File: config.mk
export PLATFORM = sky130hd
export DESIGN_NAME = mont_operand_feeder
export DESIGN_NICKNAME = d
export VERILOG_FILES = /design/src/rtl/mont_operand_feeder.sv
export SDC_FILE = /design/constraint.sdc
export NUM_CORES = 2
export LEC_CHECK = 0
export CAP_MARGIN = 5
export CORE_MARGIN = 2
export CORE_UTILIZATION = 59
export CTS_BUF_LIST = sky130_fd_sc_hd__clkbuf_8
export DETAILED_ROUTE_END_ITERATION = 10
export HOLD_SLACK_MARGIN = 0.03
export PLACE_DENSITY = 0.77
export SYNTH_ARGS = -nofsm -noshare
export SYNTH_HDL_FRONTEND = slang
export SYNTH_SLANG_ARGS = --single-unit
export TNS_END_PERCENT = 50
File: constraint.sdc
create_clock -name clk_i -period 13.2 [get_ports clk_i]
set_input_delay 1.98 -clock clk_i [delete_from_list [all_inputs] [get_ports clk_i]]
set_output_delay 1.98 -clock clk_i [all_outputs]
set_load 0.02 [all_outputs]
File: src/rtl/mont_operand_feeder.sv
`default_nettype none
// ============================================================================
// Module   : mont_operand_feeder
// Purpose  : Operand feeder for the pipelined Montgomery reducer. Accepts
//            (a, b) coefficient pairs over valid/ready. It multiplies them in
//            a two-stage pipeline (S1 capture, S2 full-width product). The
//            products are buffered in a small FIFO and presented as the
//            reducer's x/start stream. Input credits count pipeline stages
//            plus FIFO entries, so the FIFO can never be written while full.
//
// Ports    : clk_i        rising-edge clock
//            rst_i        asynchronous active-high reset
//            flush_i      synchronous clear of pipeline and FIFO
//            in_valid_i   operand pair valid
//            in_ready_o   feeder can accept a pair (registered state only)
//            a_i, b_i     operands (OP_W bits)
//            m_i          modulus, used only by the optional range check
//            out_valid_o  product valid (FIFO not empty) -> reducer start_i
//            out_ready_i  downstream accepts the product
//            out_x_o      zero-extended product (FIFO head) -> reducer x_i
//            count_o      entries in flight plus entries buffered
//            err_o        sticky range-check error
//
// Config   : MONT_FEEDER_RANGE_CHECK_EN
//              defined   - err_o is set when an accepted operand is >= m_i
//              undefined - err_o is tied low and m_i is ignored
//
// Revision : 1.0  initial release
// ============================================================================
module mont_operand_feeder #(
    parameter int OP_W       = 32,
    parameter int DATA_W     = 64,   // must be >= 2*OP_W
    parameter int FIFO_DEPTH = 4     // power of two, >= 4
) (
    input  logic                              clk_i,
    input  logic                              rst_i,
    input  logic                              flush_i,
    input  logic                              in_valid_i,
    output logic                              in_ready_o,
    input  logic [OP_W-1:0]                   a_i,
    input  logic [OP_W-1:0]                   b_i,
    input  logic [OP_W-1:0]                   m_i,
    output logic                              out_valid_o,
    input  logic                              out_ready_i,
    output logic [DATA_W-1:0]                 out_x_o,
    output logic [$clog2(FIFO_DEPTH+1)-1:0]   count_o,
    output logic                              err_o
);

    localparam int c_PTR_W  = $clog2(FIFO_DEPTH);
    localparam int c_CNT_W  = $clog2(FIFO_DEPTH + 1);
    localparam int c_PROD_W = 2 * OP_W;
    localparam logic [c_CNT_W-1:0] c_DEPTH = c_CNT_W'(FIFO_DEPTH);
    localparam logic [c_CNT_W-1:0] c_CNT_ONE = c_CNT_W'(1);
    localparam logic [c_PTR_W-1:0] c_PTR_ONE = c_PTR_W'(1);

    // ------------------------------------------------------------------------
    // State
    // ------------------------------------------------------------------------
    logic                  r_s1_valid;
    logic [OP_W-1:0]       r_s1_a;
    logic [OP_W-1:0]       r_s1_b;
    logic                  r_s2_valid;
    logic [DATA_W-1:0]     r_s2_x;

    logic [DATA_W-1:0]     r_mem [FIFO_DEPTH];
    logic [c_PTR_W-1:0]    r_wr_ptr;
    logic [c_PTR_W-1:0]    r_rd_ptr;
    logic [c_CNT_W-1:0]    r_fifo_cnt;

    // ------------------------------------------------------------------------
    // Combinational control
    // ------------------------------------------------------------------------
    logic                  w_accept;
    logic                  w_push;
    logic                  w_pop;
    logic [c_CNT_W-1:0]    w_used;
    logic [c_PROD_W-1:0]   w_prod;
    logic [DATA_W-1:0]     w_prod_ext;

    // Every stage that holds a pair owns one FIFO credit. Because the sum is
    // built from registers only, a pop in this cycle cannot raise ready, and
    // there is no combinational path from out_ready_i to in_ready_o.
    assign w_used = r_fifo_cnt + c_CNT_W'(r_s1_valid) + c_CNT_W'(r_s2_valid);

    assign in_ready_o  = !rst_i && (w_used < c_DEPTH);
    assign count_o     = w_used;
    assign out_valid_o = (r_fifo_cnt != '0);
    assign out_x_o     = r_mem[r_rd_ptr];

    // A pair presented together with flush is dropped, as is any pop or push.
    assign w_accept = in_valid_i && in_ready_o && !flush_i;
    assign w_push   = r_s2_valid && !flush_i;
    assign w_pop    = out_valid_o && out_ready_i && !flush_i;

    // Unsigned full-width product, then zero-extended to the output width.
    assign w_prod     = {{OP_W{1'b0}}, r_s1_a} * {{OP_W{1'b0}}, r_s1_b};
    assign w_prod_ext = DATA_W'(w_prod);

    // ------------------------------------------------------------------------
    // S1: operand capture
    // ------------------------------------------------------------------------
    always_ff @(posedge clk_i or posedge rst_i) begin
        if (rst_i) begin
            r_s1_valid <= 1'b0;
            r_s1_a     <= '0;
            r_s1_b     <= '0;
        end else begin
            r_s1_valid <= w_accept;
            if (w_accept) begin
                r_s1_a <= a_i;
                r_s1_b <= b_i;
            end
        end
    end

    // ------------------------------------------------------------------------
    // S2: product register. The pipeline never stalls; the credit check at
    // the input guarantees S2 always finds a free FIFO slot.
    // ------------------------------------------------------------------------
    always_ff @(posedge clk_i or posedge rst_i) begin
        if (rst_i) begin
            r_s2_valid <= 1'b0;
            r_s2_x     <= '0;
        end else begin
            r_s2_valid <= r_s1_valid && !flush_i;
            if (r_s1_valid) begin
                r_s2_x <= w_prod_ext;
            end
        end
    end

    // ------------------------------------------------------------------------
    // Output FIFO storage. The head is read straight from the storage array,
    // so out_x_o is always a registered value and never bypasses the write.
    // ------------------------------------------------------------------------
    always_ff @(posedge clk_i or posedge rst_i) begin
        if (rst_i) begin
            for (int i = 0; i < FIFO_DEPTH; i++) begin
                r_mem[i] <= '0;
            end
        end else if (w_push) begin
            r_mem[r_wr_ptr] <= r_s2_x;
        end
    end

    // Pointers wrap naturally at the power-of-two depth; full and empty come
    // from the separate occupancy counter rather than pointer comparison.
    always_ff @(posedge clk_i or posedge rst_i) begin
        if (rst_i) begin
            r_wr_ptr   <= '0;
            r_rd_ptr   <= '0;
            r_fifo_cnt <= '0;
        end else if (flush_i) begin
            r_wr_ptr   <= '0;
            r_rd_ptr   <= '0;
            r_fifo_cnt <= '0;
        end else begin
            if (w_push) begin
                r_wr_ptr <= r_wr_ptr + c_PTR_ONE;
            end
            if (w_pop) begin
                r_rd_ptr <= r_rd_ptr + c_PTR_ONE;
            end
            // Simultaneous push and pop leaves the occupancy unchanged,
            // whether the FIFO is full or empty at the time.
            case ({w_push, w_pop})
                2'b10:   r_fifo_cnt <= r_fifo_cnt + c_CNT_ONE;
                2'b01:   r_fifo_cnt <= r_fifo_cnt - c_CNT_ONE;
                default: r_fifo_cnt <= r_fifo_cnt;
            endcase
        end
    end

    // ------------------------------------------------------------------------
    // Optional operand range check
    // ------------------------------------------------------------------------
`ifdef MONT_FEEDER_RANGE_CHECK_EN
    logic r_err;

    // Sticky until reset: flush deliberately leaves it alone so a bad
    // operand is never hidden by a subsequent pipeline clear. The product of
    // an out-of-range pair is still computed and forwarded unchanged.
    always_ff @(posedge clk_i or posedge rst_i) begin
        if (rst_i) begin
            r_err <= 1'b0;
        end else if (w_accept && ((a_i >= m_i) || (b_i >= m_i))) begin
            r_err <= 1'b1;
        end
    end

    assign err_o = r_err;
`else
    logic w_unused_m;

    assign w_unused_m = ^m_i;
    assign err_o      = 1'b0;
`endif

endmodule
`default_nettype wire

==> metrics.md <==
| Metric | Value |
|---|---|
| CTS sink cnt | 393 |
| Fin Clk Skew | 0.0848 ns |
| Post-CTS Resized | 0 |
| Slew HR | 0.156 |
| Worst R2R Path Depth | 24 |
| Worst Tran Pin Value | between 1 and 1.5 ns |
| Postcts setup bufs | 0 |
| Critical Path Fanout Max | 22 |
| Post-place instance area | 0.0518 sq mm |
| P&R area growth vs syn | 7.15% |
| Hold Path Cell Cnt | 2 |
| Synth area leaders | fa_1 (36%), dfrtp_1 (20%), mux2_2 (7.8%) |
| Total CTS buffers | 68 |
| Crit path time final | 8.77 ns |
| CORE AREA | 0.0836 sq mm |
| Ys async rst share | 1.00 |
| Die Wd | ~290 microns |
| Prevailing post-synth register cell | dfrtp_1 |
| Pin count of the biggest net entering global routing | 149 |
| Cells after synthesis | 4,710 |
| Post-synthesis sequential area ratio | 0.198 |
| Vias in the first global route | 37,479 |
| Die area | 0.0865 sq mm |
| DRT Pass-1 Iters | 6 |
| Fraction of layout cells with a size suffix above 1 | 0.130 |
| Gr usage total | 0.300 |
| Worst min path class | reg -> reg |
| # hold bufs at CTS | 0 |
| Die height | 294 microns |
| Drt total wl | 122,000 microns |
| Crit Path Category | reg -> reg |
| CTS Buffer Depth | 3 |
| Vias | between 30,000 and 40,000 |
| DRC | 0 |
| WP data arrival | 9.34 ns |
| Final ANT Viol Nets | 0 |
| Clk_lat worst skew | 0.75 ns |
| Yosys reg bits | 393 |
| Critical Path RT | roughly 14 ns |
| Root Buffer | clkbuf_8 |
| Max Slew Vio Count | 0 |
| Total negative slack | 0 ns |
| Achievable Freq | 114 MHz |
| Vias per cell | 5.77 |
| PortBufs | roughly 140 |
| Setup-failing EPs final | 0 |
| Row cnt | roughly 110 |
| I/O pin count | 171 |
| WHS | 0.479 ns |
| Gp weighted congestion | 0.907 |
| Area fraction of the dominant cell type after synthesis | 0.362 |
| Tcrit/Tclk final | 0.664 |
| Antenna violations before repair | 3 |
| First-pass GRT wire length | between 200,000 and 250,000 microns |
| RSZ-0062 raised after global routing | false |
| Yosys top cell by area | fa_1 |
| Synth cell types | 80 |
| Dpl hpwl | 89,600 microns |
| Final instance area | ~0.053 sq mm |
| CTS tree | built |
| GR Overflow Total | 0 |
| Iteration-0 DRC Markers | around 1,900 |
| Synth Net Count | 5,977 |
| Synthesized area | 0.0497 sq mm |
| Clock Pin Slew Worst Setup and Hold Paths | roughly 0.060 ns |
| Startpoint Class | flop |
| Final number of hold-violating endpoints | 0 |
| Mean post-synth cell area | 10.5 sq um |
| Number of synthesized flops with an enable pin | 0 |
| Status | complete, no violations |
| Worst setup EP type | flop |
| Yosys warning count | 0 |
| H-tree levels | 3 |
| Nets | 5,973 |
| Max-cap violations | 0 |
| WL/cell | between 20 and 25 microns |
| Initial core utilization | 0.594 |
==> cells by family (layout without fill, tap and decap cells) <==
| kind of cell | Yosys count | in the layout | synth area share |
|---|---|---|---|
| compound gates | 264 | 264 | 0.0359 |
| xor+xnor | 53 | 53 | 0.00935 |
| fa+ha+maj | 1166 | 1166 | 0.429 |
| buf+inv | 1152 | 1195 | 0.0886 |
| flops | 393 | 393 | 0.198 |
| mux | 411 | 411 | 0.108 |
| other cells | 1 | 5 | 0.0000755 |
| simple gates | 1270 | 1270 | 0.131 |
==> metrics by stage <==
stage                     worst slack (ns)  std cells  utilization
after floorplan                      0.294       4710            -
after global placement                4.68       5716        0.620
after detailed placement              4.62       5716        0.620
after CTS                             4.59       5833        0.637
after global routing                  4.15       5836        0.637
final                                 4.43       5837        0.637
==> Yosys cell counts (9+ instances only) <==
master / number
xor2_1: 19
o21bai_1: 16
inv_1: 874
nand2_1: 523
fa_1: 898
and3_1: 9
xnor2_1: 34
a21oi_1: 76
nand4_1: 18
nor3_1: 10
o211ai_1: 13
ha_1: 268
clkbuf_1: 236
o21ai_1: 10
nand3_1: 22
nor2_1: 49
o21ai_0: 40
o21a_1: 11
buf_1: 29
dfrtp_1: 393
mux2_2: 344
mux4_2: 64
and2_1: 603
a21o_1: 23
==> flip-flops by register name (all words and copies together) (netlist names) <==
name and flops:
r_wr_ptr 2, r_mem 256, r_s2_x 64, r_fifo_cnt 3
r_s1_b 32, r_s2_valid 1, r_s1_valid 1, r_rd_ptr 2
r_s1_a 32
==> final cells by class <==
type                            instances  area (sq um)
Clock buffer                           83          1140
Tap cell                             1080          1350
Sequential cell                       393          9850
Antenna cell                            4          10.0
Clock inverter                         34           248
Inverter                              874          3290
Fill cell                            6486         30300
Timing Repair Buffer                  204          1870
Multi-Input combinational cell       3165         35500
==> worst paths after layout <==
check / endpoint / slack [ns] / startpoint
max: r_s2_x[59]$_DFFE_PP0P_ / 4.43 / r_s1_b[13]$_DFFE_PP0P_
min: r_mem[124]$_DFFE_PP0P_ / 0.48 / r_mem[124]$_DFFE_PP0P_
max reg2reg: r_s2_x[59]$_DFFE_PP0P_ / 4.43 / r_s1_b[13]$_DFFE_PP0P_
min reg2reg: r_mem[124]$_DFFE_PP0P_ / 0.48 / r_mem[124]$_DFFE_PP0P_
max in group asynchronous: r_s1_a[22]$_DFFE_PP0P_ / 8.99 / rst_i
min in group asynchronous: r_rd_ptr[1]$_DFFE_PP0P_ / 1.98 / rst_i
==> critical path, stage by stage, from the launching register on <==
cell      delay (ns)
dfrtp_1         0.80
buf_4           0.43
and2_1          0.19
fa_1            0.40
inv_1           0.08
fa_1            0.52
fa_1            0.52
fa_1            0.55
inv_1           0.05
fa_1            0.55
fa_1            0.43
fa_1            0.49
inv_1           0.05
fa_1            0.52
inv_1           0.06
ha_1            0.41
and3_1          0.26
and2_1          0.21
and3_1          0.23
nand2_1         0.10
nor4b_1         0.80
o31ai_2         0.25
a21boi_1        0.39
nor2_1          0.08
o311ai_1        0.27
==> cells in the final DEF (no fill, tap or decap), types with 7 or more instances in the layout <==
| cell type | n |
|---|---|
| a211oi_1 | 7 |
| a21o_1 | 23 |
| a21oi_1 | 76 |
| and2_1 | 603 |
| and3_1 | 9 |
| buf_4 | 67 |
| clkbuf_8 | 83 |
| clkdlybuf4s50_1 | 137 |
| dfrtp_1 | 379 |
| dfrtp_2 | 13 |
| fa_1 | 898 |
| ha_1 | 268 |
| inv_1 | 892 |
| mux2_2 | 344 |
| mux4_2 | 64 |
| nand2_1 | 519 |
| nand3_1 | 22 |
| nand4_1 | 18 |
| nor2_1 | 49 |
| nor3_1 | 10 |
| o211ai_1 | 13 |
| o21a_1 | 11 |
| o21ai_0 | 40 |
| o21ai_1 | 10 |
| o21bai_1 | 16 |
| xnor2_1 | 34 |
| xor2_1 | 19 |
==> routing by layer <==
metal / up-vias / track usage / part of all wire
li1: 14410 / - / -
met1: 17689 / 0.369 / 0.38
met2: 1205 / 0.517 / 0.51
met3: 383 / 0.0478 / 0.060
met4: 0 / 0.145 / 0.051
met5: - / 0 / 0
Power is not shown: default switching activity piles up to over one toggle a cycle in this logic, so the estimate is an artifact.
